==> src/rtl/ams_pkg.sv <==
// Shared constants, DAC word type and duty saturation helper for the AMS PWM DAC channels.
// The pattern-dither option of ams_pwm_dac is enabled by defining AMS_PWM_DITHER_EN.
package ams_pkg;

    localparam int AMS_PWM_FULL = 156;

    localparam int BASE_MSB = 23;
    localparam int BASE_LSB = 16;
    localparam int PAT_W    = 16;
    localparam int DAC_W    = 24;

    typedef logic [DAC_W-1:0] dac_word_t;

    // Clamp a 9-bit duty sum to the period length so oversized bases read as always-on.
    function automatic logic [8:0] ams_sat(input logic [8:0] x, input logic [8:0] lim);
        return (x > lim) ? lim : x;
    endfunction

endpackage

==> src/rtl/ams_pwm_cnt.sv <==
// Period (vcnt) and frame (bcnt) counter for one PWM channel.
// Strobes are combinational and mark the last cycle of a period / of a 16-period frame.
module ams_pwm_cnt #(
    parameter int FULL  = 156,
    parameter int CNT_W = 8
) (
    input  logic             clk_i,
    input  logic             rst_i,
    output logic [CNT_W-1:0] vcnt,
    output logic [3:0]       bcnt,
    output logic             period_end,
    output logic             frame_end
);

    localparam logic [CNT_W-1:0] LAST = CNT_W'(FULL - 1);

    logic [CNT_W-1:0] vcnt_reg;
    logic [3:0]       bcnt_reg;

    assign vcnt       = vcnt_reg;
    assign bcnt       = bcnt_reg;
    assign period_end = (vcnt_reg == LAST);
    assign frame_end  = period_end && (bcnt_reg == 4'hF);

    // Reset parks both counters on their last value so the first live edge is a frame boundary.
    always_ff @(posedge clk_i) begin
        if (rst_i) begin
            vcnt_reg <= LAST;
            bcnt_reg <= 4'hF;
        end else if (period_end) begin
            vcnt_reg <= '0;
            bcnt_reg <= bcnt_reg + 4'd1;
        end else begin
            vcnt_reg <= vcnt_reg + CNT_W'(1);
        end
    end

endmodule

==> src/rtl/ams_pwm_dac.sv <==
// Single-channel PWM DAC modulator: 8-bit base duty plus optional 16-period dither.
// Define AMS_PWM_DITHER_EN to enable the per-period dither pattern in cfg_i[15:0].
module ams_pwm_dac
    import ams_pkg::*;
#(
    parameter int FULL  = AMS_PWM_FULL,
    parameter int CNT_W = 8
) (
    input  logic        clk_i,
    input  logic        rst_i,
    input  logic [23:0] cfg_i,
    output logic        pwm_o,
    output logic        frame_o
);

    localparam logic [8:0] FULL_V = 9'(FULL);

    logic [CNT_W-1:0] vcnt;
    logic [3:0]       bcnt;
    logic             period_end;
    logic             frame_end;

    ams_pwm_cnt #(
        .FULL  (FULL),
        .CNT_W (CNT_W)
    ) u_cnt (
        .clk_i      (clk_i),
        .rst_i      (rst_i),
        .vcnt       (vcnt),
        .bcnt       (bcnt),
        .period_end (period_end),
        .frame_end  (frame_end)
    );

    dac_word_t  cfg_word;
    logic [7:0] cfg_base;
    logic [7:0] base_reg, base_next;
    logic [8:0] v_reg, v_next;
    logic       pwm_reg, pwm_next;
    logic       frame_reg;
    logic       period_bit;
    logic       frame_bit;

    assign cfg_word = cfg_i;
    assign cfg_base = cfg_word[BASE_MSB:BASE_LSB];

`ifdef AMS_PWM_DITHER_EN
    logic [PAT_W-1:0] pat_reg, pat_next;
    logic [3:0]       bcnt_nxt;

    // The upcoming period's dither bit is indexed by the incremented frame counter.
    assign bcnt_nxt   = bcnt + 4'd1;
    assign period_bit = pat_reg[bcnt_nxt];
    assign frame_bit  = cfg_word[0];
    assign pat_next   = frame_end ? cfg_word[PAT_W-1:0] : pat_reg;

    always_ff @(posedge clk_i) begin
        if (rst_i) begin
            pat_reg <= '0;
        end else begin
            pat_reg <= pat_next;
        end
    end
`else
    logic unused_pat;

    assign period_bit = 1'b0;
    assign frame_bit  = 1'b0;
    assign unused_pat = ^cfg_word[PAT_W-1:0];
`endif

    always_comb begin
        base_next = base_reg;
        v_next    = v_reg;
        // Base and pattern are captured together only at the frame boundary to avoid tearing.
        if (frame_end) begin
            base_next = cfg_base;
            v_next    = ams_sat({1'b0, cfg_base} + {8'd0, frame_bit}, FULL_V);
        end else if (period_end) begin
            v_next    = ams_sat({1'b0, base_reg} + {8'd0, period_bit}, FULL_V);
        end
        pwm_next = (9'(vcnt) < v_reg);
    end

    always_ff @(posedge clk_i) begin
        if (rst_i) begin
            base_reg  <= '0;
            v_reg     <= '0;
            pwm_reg   <= 1'b0;
            frame_reg <= 1'b0;
        end else begin
            base_reg  <= base_next;
            v_reg     <= v_next;
            pwm_reg   <= pwm_next;
            frame_reg <= frame_end;
        end
    end

    assign pwm_o   = pwm_reg;
    assign frame_o = frame_reg;

endmodule

==> config.mk <==
export PLATFORM = sky130hd
export DESIGN_NAME = ams_pwm_dac
export DESIGN_NICKNAME = d
export VERILOG_FILES = /design/src/rtl/ams_pkg.sv /design/src/rtl/ams_pwm_cnt.sv /design/src/rtl/ams_pwm_dac.sv
export SDC_FILE = /design/constraint.sdc
export NUM_CORES = 1
export LEC_CHECK = 0
export ABC_CLOCK_PERIOD_IN_PS = 2000
export BUFFER_PORTS_ARGS = -buffer_cell sky130_fd_sc_hd__buf_2
export CAP_MARGIN = 10
export CORE_ASPECT_RATIO = 0.9
export CORE_MARGIN = 8
export CORE_UTILIZATION = 54
export DETAILED_ROUTE_END_ITERATION = 6
export GPL_TIMING_DRIVEN = 1
export MAX_ROUTING_LAYER = met4
export PLACE_DENSITY = 0.77
export SYNTH_ARGS = -nofsm -noshare
export SYNTH_HDL_FRONTEND = slang
export SYNTH_SLANG_ARGS = --single-unit
==> constraint.sdc <==
create_clock -name clk_i -period 2 [get_ports clk_i]
set_input_delay 0.4 -clock clk_i [delete_from_list [all_inputs] [get_ports clk_i]]
set_output_delay 0.4 -clock clk_i [all_outputs]
set_load 0.005 [all_outputs]
==> out/results.tsv <==
metric	value	unit
Power Dens Cells	1520	mW/mm2
Pins Over Slew Limit	0	
worst reg2reg path depth	5	
synth unique cells	40	
EDFF count, synth	0	
Hold/Removal Path Class	input port to register	
Initial Util	0.557	
ANT cells	0	
Startpoint Class	register	
fillers	248	
Yosys reg bits	30	
ANT nets after route	0	
Top Ports	28	
Fin. Hold Viols	0	
layout cells sized above 1	0.161	
initial antenna violation count	0	
final WL	3210	um
DP Worst Slack	0.259	ns
drt drc	0	
post-synth top area share	0.399	
hold worst-path end	base_reg[0]	
hpwl dp	2360	um
Area contributors post-synth	dfxtp_1 (40%), ha_1 (7.5%), mux2i_1 (5.3%), o2111ai_1 (4.1%), nand2_1 (3.5%)	
# Max-Cap Violations	0	
Synth Warn #	0	
Die H	66.1	um
Register Area	601	um2
Worst Hold Path Cells	3	
Min-Delay Startpoint	cfg_i[16]	
hold_buf cts	0	
reg-to-reg critical path startpoint	u_cnt.vcnt[1]	
post-synth top area cell	dfxtp_1	
PortBufs	11	
WL/cell	15.8	um
Final GP Congestion	0.923	
Post-CTS Resized	0	
CP max stage cell	dfxtp_1	
Max Clk Rate	0.561	GHz
status	finished clean	
relative slew slack	0.594	
clock sink count	30	
Synth Instances	161	
crit path DAT	2.01	ns
most instantiated cells after synthesis	dfxtp_1 (30), nand2_1 (14), nor2_1 (13)	
Remaining Overflow, GRT	0	
Async S/R FF share, synth	0	
Worst-path clk slew	0.10	ns
Max Fanout on Critical Path	14	
setup clock skew after layout	0.0133	ns
via count	1206	
most frequent cell after synthesis	dfxtp_1	
first-pass GRT wire length	5490	um
Setup crit end kind	register	
fin nets	208	
final setup violation count	0	
CP peak stage delay	0.39	ns
fin crit period	1.78	ns
register area share after synthesis	0.399	
Static Leakage	0.000603	uW
final period utilization	0.891	
gr usage total	0.153	
reg2reg end	v_reg[7]	
worst skew pair latency	0.35	ns
Longest Clk Path Bufs	2	
# rows	18	
Post-CTS Repair Setup Buffers	0	
Avg Inst Size Synth	9.36	um2
VDD IR max	0.731	mV
worst-path cell chain	ha_1 > and4_1 > and3_4 > mux2i_1 > a21oi_1	
TNS Setup	0	ns
mapped cell area	0.00151	mm2
Iter 0 DRT Violations	102	
chip width	71.7	um
Final Core Density	0.594	
flop2flop setup slack	0.22	ns
Worst Path Class, Setup	register to register	
TritonCTS clock tree	built	
Main synth FF type	dfxtp_1	
final worst setup slack	0.218	ns
area of the multi-input gates	795	um2
H-tree depth	2	
Critical Path RT	2.23	ns
Synthesized Nets	196	
worst slew pin tran	0.609	ns
number of global-route vias before repair	1203	
Synth-to-Final Area Change	6.48	%
core area	0.00270	mm2
CTS buffer count	5	
largest net degree at the start of global routing	22	
DRT Pass-1 Iters	4	
RSZ-0062 raised after global routing	false	
total die area	0.00474	mm2
Vias/cell	5.91	
Root Buffer Master	clkbuf_4	
==> layout by cell type, fill, tap and decap left out, types with 2 or more instances in the layout <==
cell type,n
a21oi_1,2
a31oi_1,2
and3_4,2
buf_2,11
buf_4,3
clkbuf_4,5
dfxtp_1,30
ha_1,9
inv_1,9
mux2i_1,8
nand2_1,14
nand3_1,6
nand3b_1,3
nand4_1,6
nor2_1,13
nor3_1,4
nor3b_1,2
o2111ai_1,7
o21ai_0,7
o221a_2,2
o311ai_0,2
o311ai_1,2
xnor2_1,3
xor2_1,5
==> how the worst max path moves through the flow <==
stage / startpoint / end / slack [ns] / depth (start not counted)
detailed placement: u_cnt.vcnt[1] / v_reg[7] / 0.26 / 5
global placement: u_cnt.vcnt[0] / v_reg[7] / 0.29 / 5
CTS: u_cnt.vcnt[0] / v_reg[7] / 0.23 / 7
floorplan: u_cnt.bcnt[0] / v_reg[3] / 0.37 / 8
finish: u_cnt.vcnt[1] / v_reg[7] / 0.22 / 5
global route: u_cnt.vcnt[0] / v_reg[7] / 0.08 / 7
==> per-layer routing <==
| layer | up-vias | GRT usage | routed length [um] |
|---|---|---|---|
| met4 | 0 | 0.0992 | 91 |
| met1 | 558 | 0.165 | 1460 |
| li1 | 612 | - | - |
| met5 | - | - | 0 |
| met2 | 25 | 0.242 | 1500 |
| met3 | 11 | 0.0455 | 158 |
==> logic make-up (layout without fill, tap and decap cells) <==
| group | Yosys count | after routing | synth area share |
|---|---|---|---|
| flops | 30 | 30 | 0.399 |
| fa+ha+maj | 9 | 9 | 0.0748 |
| simple gates | 57 | 57 | 0.200 |
| mux | 8 | 8 | 0.0532 |
| compound gates | 31 | 31 | 0.153 |
| xor+xnor | 8 | 8 | 0.0465 |
| buf+inv | 18 | 31 | 0.0739 |
==> per-stage QoR <==
stage                     cell area, um2  hold WS [ns]  cells  total power (uW)
after CTS                           1600         0.302    204              2440
after floorplan                     1510         0.458    161              1900
after global routing                1600         0.332    204              2620
after detailed placement            1540         0.492    196              2050
final                               1600         0.314    204              2430
after global placement              1540         0.477    196              1980
==> worst max-delay path, delay by kind of cell (launching register included) <==
family,cells,cell delay [ns]
AO/OA/AOI/OAI,1,0.09
adder cells (fa/ha/maj),1,0.26
flip-flops,1,0.39
multiplexers,1,0.27
AND/OR/NAND/NOR,2,0.65
==> final cells by class <==
cell class	instances	share of cell area
sequential	30	0.374
clock inverter	1	0.00312
inverter	9	0.0211
multi-input combinational	113	0.495
clock buffer	7	0.0343
timing repair buffer	14	0.0484
tap	30	0.0234
==> power breakdown <==
| part | switching, uW | total, uW | leakage (uW) | internal, uW |
|---|---|---|---|---|
| clock network | 215 | 385 | 0.0000353 | 170 |
| logic | 601 | 1100 | 0.000322 | 503 |
| registers | 162 | 947 | 0.000246 | 785 |
| total | 977 | 2430 | 0.000603 | 1460 |
Power figures use the tool's default switching activity.
